$ cat src/rtl/multicycle_control.sv
// multicycle_control
//   Multicycle MIPS control FSM. Sequences fetch, decode, execute, memory
//   and writeback for one instruction at a time and drives every datapath
//   mux select, write enable and the 4-bit ALU operation code.
//
// Parameters
//   FETCH_WAIT : extra cycles FETCH holds MemRead before the IR load (0..15)
//   MEM_WAIT   : extra cycles MEM_RD/MEM_WR hold the memory strobe (0..15)
//
// Optional build macro
//   JAL_EN     : when defined, opcode 000011 (jal) decodes to JUMP and also
//                writes PC+4 into r31. When undefined, jal is illegal.
//
// Ports
//   clk           in   system clock, rising edge
//   reset         in   asynchronous active-low reset
//   Opcode[5:0]   in   instruction bits [31:26] (held by the IR)
//   Funct[5:0]    in   instruction bits [5:0]
//   Zero          in   ALU zero flag
//   ALUOperation  out  AND 0000 OR 0001 NOR 0010 ADD 0011 SUB 0100
//                      XOR 0101 WORD 0110 (A+(B<<2)) LUI 1010
//   ALUSrcA       out  0=PC 1=register A
//   ALUSrcB[1:0]  out  00=B 01=const 4 10=extended immediate
//   ExtOp         out  1=sign-extend 0=zero-extend
//   IorD          out  memory address 0=PC 1=ALUOut
//   MemRead       out  memory read strobe
//   MemWrite      out  memory write strobe
//   IRWrite       out  instruction register load
//   PCWrite       out  PC load (branch-qualified in BRANCH)
//   PCSource[1:0] out  00=ALU result 01=ALUOut 10=jump target
//   RegDst[1:0]   out  00=rt 01=rd 10=r31
//   MemtoReg[1:0] out  00=ALUOut 01=MDR 10=PC
//   RegWrite      out  register file write enable
//   Illegal       out  one-cycle pulse on an unsupported opcode/funct

module multicycle_control #(
  parameter int unsigned FETCH_WAIT = 0,
  parameter int unsigned MEM_WAIT   = 0
) (
  input  logic       clk,
  input  logic       reset,
  input  logic [5:0] Opcode,
  input  logic [5:0] Funct,
  input  logic       Zero,
  output logic [3:0] ALUOperation,
  output logic       ALUSrcA,
  output logic [1:0] ALUSrcB,
  output logic       ExtOp,
  output logic       IorD,
  output logic       MemRead,
  output logic       MemWrite,
  output logic       IRWrite,
  output logic       PCWrite,
  output logic [1:0] PCSource,
  output logic [1:0] RegDst,
  output logic [1:0] MemtoReg,
  output logic       RegWrite,
  output logic       Illegal
);

  typedef enum logic [3:0] {
    FETCH,
    DECODE,
    MEM_ADDR,
    MEM_RD,
    MEM_WB,
    MEM_WR,
    R_EXEC,
    I_EXEC,
    ALU_WB,
    BRANCH,
    JUMP
  } state_t;

  localparam logic [3:0] ALU_AND  = 4'b0000;
  localparam logic [3:0] ALU_OR   = 4'b0001;
  localparam logic [3:0] ALU_NOR  = 4'b0010;
  localparam logic [3:0] ALU_ADD  = 4'b0011;
  localparam logic [3:0] ALU_SUB  = 4'b0100;
  localparam logic [3:0] ALU_XOR  = 4'b0101;
  localparam logic [3:0] ALU_WORD = 4'b0110;
  localparam logic [3:0] ALU_LUI  = 4'b1010;

  localparam logic [5:0] OP_RTYPE = 6'b000000;
  localparam logic [5:0] OP_J     = 6'b000010;
  localparam logic [5:0] OP_JAL   = 6'b000011;
  localparam logic [5:0] OP_BEQ   = 6'b000100;
  localparam logic [5:0] OP_BNE   = 6'b000101;
  localparam logic [5:0] OP_ADDI  = 6'b001000;
  localparam logic [5:0] OP_ANDI  = 6'b001100;
  localparam logic [5:0] OP_ORI   = 6'b001101;
  localparam logic [5:0] OP_XORI  = 6'b001110;
  localparam logic [5:0] OP_LUI   = 6'b001111;
  localparam logic [5:0] OP_LW    = 6'b100011;
  localparam logic [5:0] OP_SW    = 6'b101011;

  localparam logic [5:0] FN_ADD   = 6'b100000;
  localparam logic [5:0] FN_SUB   = 6'b100010;
  localparam logic [5:0] FN_AND   = 6'b100100;
  localparam logic [5:0] FN_OR    = 6'b100101;
  localparam logic [5:0] FN_NOR   = 6'b100111;
  localparam logic [5:0] FN_XOR   = 6'b100110;

  // Last counter value of each waiting state; parameters are bounded to 15.
  localparam logic [3:0] FETCH_LAST = 4'(FETCH_WAIT);
  localparam logic [3:0] MEM_LAST   = 4'(MEM_WAIT);

  state_t     state, state_next;
  logic [3:0] cnt, cnt_next;
  logic [1:0] regdst_q, regdst_next;

  logic [3:0] r_op;
  logic       r_ok;

  // R-type funct decode, shared by DECODE (legality) and R_EXEC (ALU op).
  always_comb begin
    r_op = ALU_ADD;
    r_ok = 1'b1;
    case (Funct)
      FN_ADD:  r_op = ALU_ADD;
      FN_SUB:  r_op = ALU_SUB;
      FN_AND:  r_op = ALU_AND;
      FN_OR:   r_op = ALU_OR;
      FN_NOR:  r_op = ALU_NOR;
      FN_XOR:  r_op = ALU_XOR;
      default: r_ok = 1'b0;
    endcase
  end

  always_ff @(posedge clk or negedge reset) begin
    if (!reset) begin
      state    <= FETCH;
      cnt      <= '0;
      regdst_q <= '0;
    end else begin
      state    <= state_next;
      cnt      <= cnt_next;
      regdst_q <= regdst_next;
    end
  end

  // cnt_next defaults to zero so every waiting state is entered with a
  // cleared counter; it only advances while a state holds itself.
  always_comb begin
    state_next   = state;
    cnt_next     = '0;
    regdst_next  = regdst_q;

    ALUOperation = ALU_AND;
    ALUSrcA      = 1'b0;
    ALUSrcB      = 2'b00;
    ExtOp        = 1'b0;
    IorD         = 1'b0;
    MemRead      = 1'b0;
    MemWrite     = 1'b0;
    IRWrite      = 1'b0;
    PCWrite      = 1'b0;
    PCSource     = 2'b00;
    RegDst       = 2'b00;
    MemtoReg     = 2'b00;
    RegWrite     = 1'b0;
    Illegal      = 1'b0;

    case (state)
      FETCH: begin
        MemRead      = 1'b1;
        ALUSrcB      = 2'b01;
        ALUOperation = ALU_ADD;
        if (cnt == FETCH_LAST) begin
          // The register is already FETCH/0 while reset is held, so the
          // load strobes are qualified by reset to keep PC/IR untouched.
          IRWrite    = reset;
          PCWrite    = reset;
          state_next = DECODE;
        end else begin
          cnt_next   = cnt + 4'd1;
        end
      end

      DECODE: begin
        ALUSrcB      = 2'b10;
        ExtOp        = 1'b1;
        ALUOperation = ALU_WORD;
        case (Opcode)
          OP_RTYPE: begin
            if (r_ok) begin
              state_next = R_EXEC;
            end else begin
              Illegal    = 1'b1;
              state_next = FETCH;
            end
          end
          OP_ADDI, OP_ANDI, OP_ORI, OP_XORI, OP_LUI: state_next = I_EXEC;
          OP_LW, OP_SW:                              state_next = MEM_ADDR;
          OP_BEQ, OP_BNE:                            state_next = BRANCH;
          OP_J:                                      state_next = JUMP;
`ifdef JAL_EN
          OP_JAL:                                    state_next = JUMP;
`endif
          default: begin
            Illegal    = 1'b1;
            state_next = FETCH;
          end
        endcase
      end

      R_EXEC: begin
        ALUSrcA      = 1'b1;
        ALUOperation = r_op;
        regdst_next  = 2'b01;
        state_next   = ALU_WB;
      end

      I_EXEC: begin
        ALUSrcA     = 1'b1;
        ALUSrcB     = 2'b10;
        regdst_next = 2'b00;
        state_next  = ALU_WB;
        case (Opcode)
          OP_ANDI: ALUOperation = ALU_AND;
          OP_ORI:  ALUOperation = ALU_OR;
          OP_XORI: ALUOperation = ALU_XOR;
          OP_LUI:  ALUOperation = ALU_LUI;
          default: begin
            ALUOperation = ALU_ADD;
            ExtOp        = 1'b1;
          end
        endcase
      end

      ALU_WB: begin
        RegWrite   = 1'b1;
        RegDst     = regdst_q;
        state_next = FETCH;
      end

      MEM_ADDR: begin
        ALUSrcA      = 1'b1;
        ALUSrcB      = 2'b10;
        ExtOp        = 1'b1;
        ALUOperation = ALU_ADD;
        state_next   = (Opcode == OP_SW) ? MEM_WR : MEM_RD;
      end

      MEM_RD: begin
        MemRead = 1'b1;
        IorD    = 1'b1;
        if (cnt == MEM_LAST) state_next = MEM_WB;
        else                 cnt_next   = cnt + 4'd1;
      end

      MEM_WB: begin
        RegWrite   = 1'b1;
        MemtoReg   = 2'b01;
        state_next = FETCH;
      end

      MEM_WR: begin
        MemWrite = 1'b1;
        IorD     = 1'b1;
        if (cnt == MEM_LAST) state_next = FETCH;
        else                 cnt_next   = cnt + 4'd1;
      end

      BRANCH: begin
        ALUSrcA      = 1'b1;
        ALUOperation = ALU_SUB;
        PCSource     = 2'b01;
        PCWrite      = (Opcode == OP_BNE) ? ~Zero : Zero;
        state_next   = FETCH;
      end

      JUMP: begin
        PCWrite    = 1'b1;
        PCSource   = 2'b10;
        state_next = FETCH;
`ifdef JAL_EN
        if (Opcode == OP_JAL) begin
          RegWrite = 1'b1;
          RegDst   = 2'b10;
          MemtoReg = 2'b10;
        end
`endif
      end

      default: state_next = FETCH;
    endcase
  end

endmodule

$ cat config.mk
export PLATFORM = sky130hd
export DESIGN_NAME = multicycle_control
export DESIGN_NICKNAME = d
export VERILOG_FILES = /design/src/rtl/multicycle_control.sv
export SDC_FILE = /design/constraint.sdc
export NUM_CORES = 1
export LEC_CHECK = 0
export CAP_MARGIN = 20
export CORE_ASPECT_RATIO = 1.5
export CORE_MARGIN = 2
export CORE_UTILIZATION = 48
export CTS_CLUSTER_DIAMETER = 150
export DETAILED_ROUTE_END_ITERATION = 10
export PLACE_DENSITY = 0.87
export SLEW_MARGIN = 20
export SYNTH_ARGS = -nofsm -noshare
export SYNTH_HDL_FRONTEND = slang
export SYNTH_SLANG_ARGS = --single-unit
export TNS_END_PERCENT = 50
$ cat constraint.sdc
create_clock -name clk -period 2.7 [get_ports clk]
set_input_delay 0.405 -clock clk [delete_from_list [all_inputs] [get_ports clk]]
set_output_delay 0.405 -clock clk [all_outputs]
set_load 0.03 [all_outputs]
==> impl_metrics.py, run 1 <==
metrics = {
    "timing": {
        "hold_ws_ns": 0.458,
        "final-setup-viol-count": 0,
        "drv_slew": 0,
        "period_minus_slack_ns": 2.62,
        "rsz0062_at_grt": "no",
        "final.period_utilization_pct": 97.1,
        "fmax_mhz": 381,
        "skew_ns": 0.00123,
        "hold_viol_final": 0,
    },
    "layout": {
        "stdcell_count": 193,
        "final_util_pct": 71.4,
        "area_delta_synth_final_pct": 42.7,
        "fillers": 186,
        "stdcell_area_sq_um": 1430,
        "n_antenna_cell": 0,
        "layout-drive-gt1-share_pct": 19.9,
        "final_nets": 189,
    },
    "logic_synthesis": {
        "synth_largest_area_cell": "dfrtp_1",
        "syn_area_per_cell_sq_um": 7.65,
        "synth_area_leaders": "dfrtp_1 (22%), nor2_1 (4.9%), o21ai_0 (4.5%), nand3_1 (4.0%), nor3_1 (4.0%)",
        "ys_warn_count": 0,
        "synthCells": 131,
        "synth_seq_cells": 9,
        "synth_flop_cell": "dfrtp_1",
        "synth_async_sr_flop_share_pct": 100,
        "ys_seq_area_share_pct": 22.5,
        "synthesis.area_sq_um": 1000,
        "synth_common_cells": "nor2_1 (13), dfrtp_1 (9), o21ai_0 (9)",
        "synth_edf_count": 0,
        "ys_types": 46,
        "yosys.area.top_type_share_pct": 22.5,
        "synth.most_common_cell": "nor2_1",
    },
    "worst_setup_path": {
        "cp-end-kind": "primary output",
        "path_buf_inv": 2,
        "reg2reg_to": "state[2]",
        "slowest_stage": "clkdlybuf4s50_1",
        "crit_chain": "clkdlybuf4s50_1 -> or3_1 -> or2_1 -> nor3_2 -> xor2_1 -> a211o_1 -> clkdlybuf4s15_2",
        "startpoint": "Opcode[3]",
        "setup.worst_path.class": "in -> out",
        "crit_cells": 7,
        "crit_fanout": 2,
        "cp_slowest_stage_delay_ns": 0.41,
        "rr_worst_depth": 6,
        "r2r-start": "state[1]",
        "cp-start-kind": "input pin",
        "endpoint": "PCWrite",
        "reg2reg_slack_ns": 0.72,
        "critPathRequiredTime_ns": 2.30,
        "crit_family": "simple AND/OR/NAND/NOR gates",
        "critPathArrivalTime_ns": 2.22,
    },
    "outcome": {
        "status": "finished clean",
    },
    "power_and_ir_drop": {
        "ir_drop_uv": 473,
        "pwr-share-comb_pct": 73.1,
        "internal_power_w": 0.000607,
        "clkPwrFrac_pct": 8.0,
        "total_power_w": 0.00125,
        "power.net_switching_w": 0.000639,
        "swShare_pct": 51.3,
        "p_leak_nw": 0.604,
        "p_per_area_nw_per_um2": 871,
        "seqPwrFrac_pct": 18.8,
    },
    "drt": {
        "via_per_inst": 5.77,
        "routed-via-count": 1114,
        "drc": 0,
        "postRouteAntennaNets": 0,
        "wl_per_cell_um": 15.1,
        "drt_iter0_markers": 31,
        "drt_first_pass_iters": 4,
        "routed_wl_um": 2910,
    },
    "floorplan": {
        "rows": 20,
        "fp.dieW_um": 41.3,
        "num_io_pins": 36,
        "dieHeight_um": 60.0,
        "dieArea_sq_um": 2480,
        "start_util_pct": 50.1,
        "core_sq_um": 2000,
    },
    "clock_network": {
        "cts_hold_buf": 0,
        "htreeDepth": 1,
        "cts_buffers": 3,
        "insertion_delay_ns": 0.25,
        "clk_pin_slew_ns": 0.06,
        "cts_tree": "built",
        "clkSinkCount": 9,
        "cts.path.max_buffers": 2,
        "clockRootBuffer": "clkbuf_4",
    },
    "grt": {
        "gr-total-overflow": 0,
        "grt_pass1_wl_um": 4400,
        "grt_antenna_before_repair": 0,
        "track_usage_pct": 26.1,
        "grt_max_degree": 16,
        "grt_pass1_vias": 1085,
    },
    "placement": {
        "gp_congestion": 0.853,
        "port_buffers": 33,
        "place_inst": 189,
        "place_hpwl_um": 2300,
        "placed_area_sq_um": 1390,
    },
    "job": {
        "cap_viol_max_count": 0,
    },
    "worst_hold_path": {
        "hold_path_class": "in -> async",
    },
}
flip-flops by register name (all words and copies together) (netlist names):
name	count
cnt	4
state	4
regdst_q	1
power by group through the flow:
stage	logic [W]	registers, W	clock network (W)
finish	0.000911	0.000235	0.000100
global route	0.000972	0.000239	0.000112
CTS	0.000911	0.000230	0.000102
detailed placement	0.000916	0.000232	0
global placement	0.000902	0.000229	0
floorplan	0.000662	0.000170	0
stage by stage:
step,setup slack (ns),setup TNS (ns)
after floorplan,0.325,0
after global placement,-0.277,-0.277
after detailed placement,-0.290,-0.301
after CTS,0.0130,0
after global routing,0.00503,0
final,0.0776,0
area by class of cell:
type,instances,area (sq um),area share [%]
multi-input cells,104,702,49.1
repair buffers,46,417,29.1
flip-flops and latches,9,228,15.9
inverters,8,30.0,2.10
well taps,22,27.5,1.92
clock buffers,4,26.3,1.84
cell families after synthesis:
logic type / after synthesis / synth area share (%)
multiplexers: 4 / 5.37
buffers and inverters: 19 / 9.49
flip-flops: 9 / 22.5
other: 1 / 0.374
AND/OR/NAND/NOR: 59 / 32.3
AO/OA/AOI/OAI: 31 / 20.3
adder cells (fa/ha/maj): 2 / 2.50
XOR/XNOR: 6 / 7.12
per-layer routing:
| layer | up-vias | global-route usage, % | wire [um] |
|---|---|---|---|
| li1 | 541 | - | - |
| met4 | 0 | 13.8 | 45 |
| met1 | 525 | 28.1 | 1110 |
| met2 | 44 | 46.7 | 1620 |
| met3 | 4 | 1.86 | 125 |
| met5 | - | 0 | 0 |
how the worst min path moves through the flow:
stage           startpoint           to  slack [ns]  cells after the start
3_3_place_gp   regdst_q[0]  regdst_q[0]        0.46                      2
6_report             reset       cnt[2]        0.46                      2
2_1_floorplan        reset       cnt[0]        0.11                      0
5_1_grt              reset       cnt[1]        0.47                      2
4_1_cts              reset       cnt[2]        0.46                      2
3_5_place_dp   regdst_q[0]  regdst_q[0]        0.46                      2
layout by cell type, fill, tap and decap left out, types with 4 or more instances in the layout:
master           Yosys  layout
buf_4                2      17
nand2b_1             5       5
nor3_1               8       7
xnor2_1              4       4
nand3_1              8       8
clkdlybuf4s50_1      0      26
nand2_1              7       7
inv_1                7       7
dfrtp_1              9       7
a21oi_1              7       7
o21ai_0              9       9
nor2_1              13      13
what timing repair did:
item | 4_1_cts | 5_1_grt
setup endpoints to repair | 4 | 4
buffers inserted | 0 | 0
resized for setup | 6 | 3
Note: power is estimated with default switching activity, not from simulation.
==> inputs of run 2 (changes only) <==
ABC_AREA = 0   (was unset)
CORE_UTILIZATION = 44   (was 48)
PLACE_DENSITY = 0.81   (was 0.87)
clock period = 2.6 ns   (was 2.7 ns; I/O delays follow)
==> impl_metrics.py, run 2 (synthesis results as in run 1) <==
metrics = {
    "outcome": {
        "status": "complete, but fails checks",
        "violations": "negative setup slack",
    },
    "clock_network": {
        "clockRootBuffer": "clkbuf_4",
        "cts.path.max_buffers": 2,
        "cts_resized": 4,
        "cts_hold_buf": 0,
        "clkSinkCount": 9,
        "insertion_delay_ns": 0.26,
        "htreeDepth": 1,
        "cts_buffers": 3,
        "postCtsSetupBuffers": 0,
        "cts_tree": "built",
        "clk_pin_slew_ns": 0.06,
    },
    "layout": {
        "area_delta_synth_final_pct": 44.3,
        "layout-drive-gt1-share_pct": 20.8,
        "n_antenna_cell": 0,
        "fillers": 205,
        "mostFrequentLayoutCells": "clkdlybuf4s50_1 (24), buf_4 (21), nor2_1 (13), o21ai_0 (9), dfrtp_1 (9)",
        "final_util_pct": 65.5,
        "final_nets": 191,
        "seqCellArea_sq_um": 225,
        "layout_commonest_cell": "clkdlybuf4s50_1",
        "multi_input_area_sq_um": 702,
        "top_regs": "cnt x4, state x4, regdst_q x1",
    },
    "power_and_ir_drop": {
        "internal_power_w": 0.000634,
        "seqPwrFrac_pct": 16.4,
        "ir_drop_uv": 517,
        "total_power_w": 0.00129,
        "clkPwrFrac_pct": 8.5,
        "swShare_pct": 50.9,
        "p_leak_nw": 0.643,
        "pwr-share-comb_pct": 75.2,
        "power.net_switching_w": 0.000657,
        "p_per_area_nw_per_um2": 892,
    },
    "placement": {
        "gp_congestion": 0.865,
        "place_ws_ns": -0.366,
        "port_buffers": 33,
        "place_hpwl_um": 2210,
    },
    "floorplan": {
        "start_util_pct": 45.4,
        "dieHeight_um": 62.5,
        "dieArea_sq_um": 2680,
        "num_io_pins": 36,
        "fp.dieW_um": 43.0,
        "core_sq_um": 2210,
        "rows": 21,
    },
    "worst_setup_path": {
        "r2r-start": "state[1]",
        "crit_fanout": 2,
        "cp-end-kind": "primary output",
        "critPathArrivalTime_ns": 2.23,
        "rr_worst_depth": 6,
        "reg2reg_slack_ns": 0.63,
        "cp-start-kind": "input pin",
        "critPathRequiredTime_ns": 2.21,
        "setup.worst_path.class": "in -> out",
        "reg2reg_to": "state[2]",
    },
    "grt": {
        "grt_pass1_wl_um": 4600,
        "grt_max_degree": 12,
        "track_usage_pct": 21.7,
        "grt_pass1_vias": 1110,
        "grt_antenna_before_repair": 0,
        "gr-total-overflow": 0,
    },
    "drt": {
        "routed-via-count": 1091,
        "drt_iter0_markers": 18,
        "via_per_inst": 5.57,
        "postRouteAntennaNets": 0,
        "drc": 0,
        "routed_wl_um": 2710,
        "wl_per_cell_um": 13.8,
        "drt_first_pass_iters": 4,
    },
    "timing": {
        "final.period_utilization_pct": 101,
        "hold_viol_final": 0,
        "fmax_mhz": 382,
        "final-setup-viol-count": 1,
        "drv_slew": 0,
        "rsz0062_at_grt": "yes",
        "period_minus_slack_ns": 2.62,
        "setup_tns_ns": -0.0199,
        "skew_ns": 0.00242,
        "setup_ws_ns": -0.0199,
    },
    "worst_hold_path": {
        "hold_path_class": "in -> async",
    },
    "job": {
        "cap_viol_max_count": 0,
    },
}
[run 2: changes by cell type in the layout (fill, tap and decap cells not counted), sizes merged]
| cell | change |
|---|---|
| buf | +4 |
| dlygate4sd2 | -2 |
| clkdlybuf4s50 | -2 |
| dlymetal6s2s | +2 |
[run 2: per-stage QoR]
step | instance area, sq um | hold slack, ns | std cells
2_1_floorplan | 1010 | 0.0944 | 132
3_3_place_gp | 1400 | 0.457 | 192
3_5_place_dp | 1400 | 0.469 | 192
4_1_cts | 1440 | 0.458 | 196
5_1_grt | 1450 | 0.464 | 196
6_report | 1450 | 0.454 | 196
[run 2: worst max path at each step]
stage                   start  endpoint  slack (ns)  depth (start not counted)
floorplan            state[2]   PCWrite        0.24                          4
global placement    Opcode[3]   PCWrite       -0.35                          7
detailed placement  Opcode[3]   PCWrite       -0.37                          7
CTS                 Opcode[3]   PCWrite       -0.07                          7
global route        Opcode[3]   PCWrite       -0.07                          7
finish              Opcode[3]   PCWrite       -0.02                          7
[run 2: power groups by stage]
stage               clock (W)  combinational (W)  sequential (W)
finish               0.000109           0.000970        0.000211
floorplan                   0           0.000687        0.000176
CTS                  0.000110           0.000977        0.000210
detailed placement          0           0.000974        0.000213
global route         0.000118            0.00103        0.000218
global placement            0           0.000966        0.000213
[run 2: layout make-up]
class / instances / share of cell area [%]
Sequential cell: 9 / 15.6
Inverter: 8 / 2.08
Timing Repair Buffer: 48 / 30.0
Clock buffer: 4 / 1.82
Multi-Input combinational cell: 104 / 48.5
Tap cell: 23 / 1.99
[run 2: routing by layer]
metal  track usage [%]  wire, um
met1              22.9      1070
met2              42.0      1510
met3              3.18        89
met4              6.82        42
met5                 0         0
[run 2: worst max-delay path, cell delays in order]
cell and delay, ns:
clkdlybuf4s50_1 0.42, or3_1 0.39, or2_1 0.24, nor3_2 0.13, xor2_1 0.08, a211o_1 0.30
clkdlybuf4s15_2 0.28
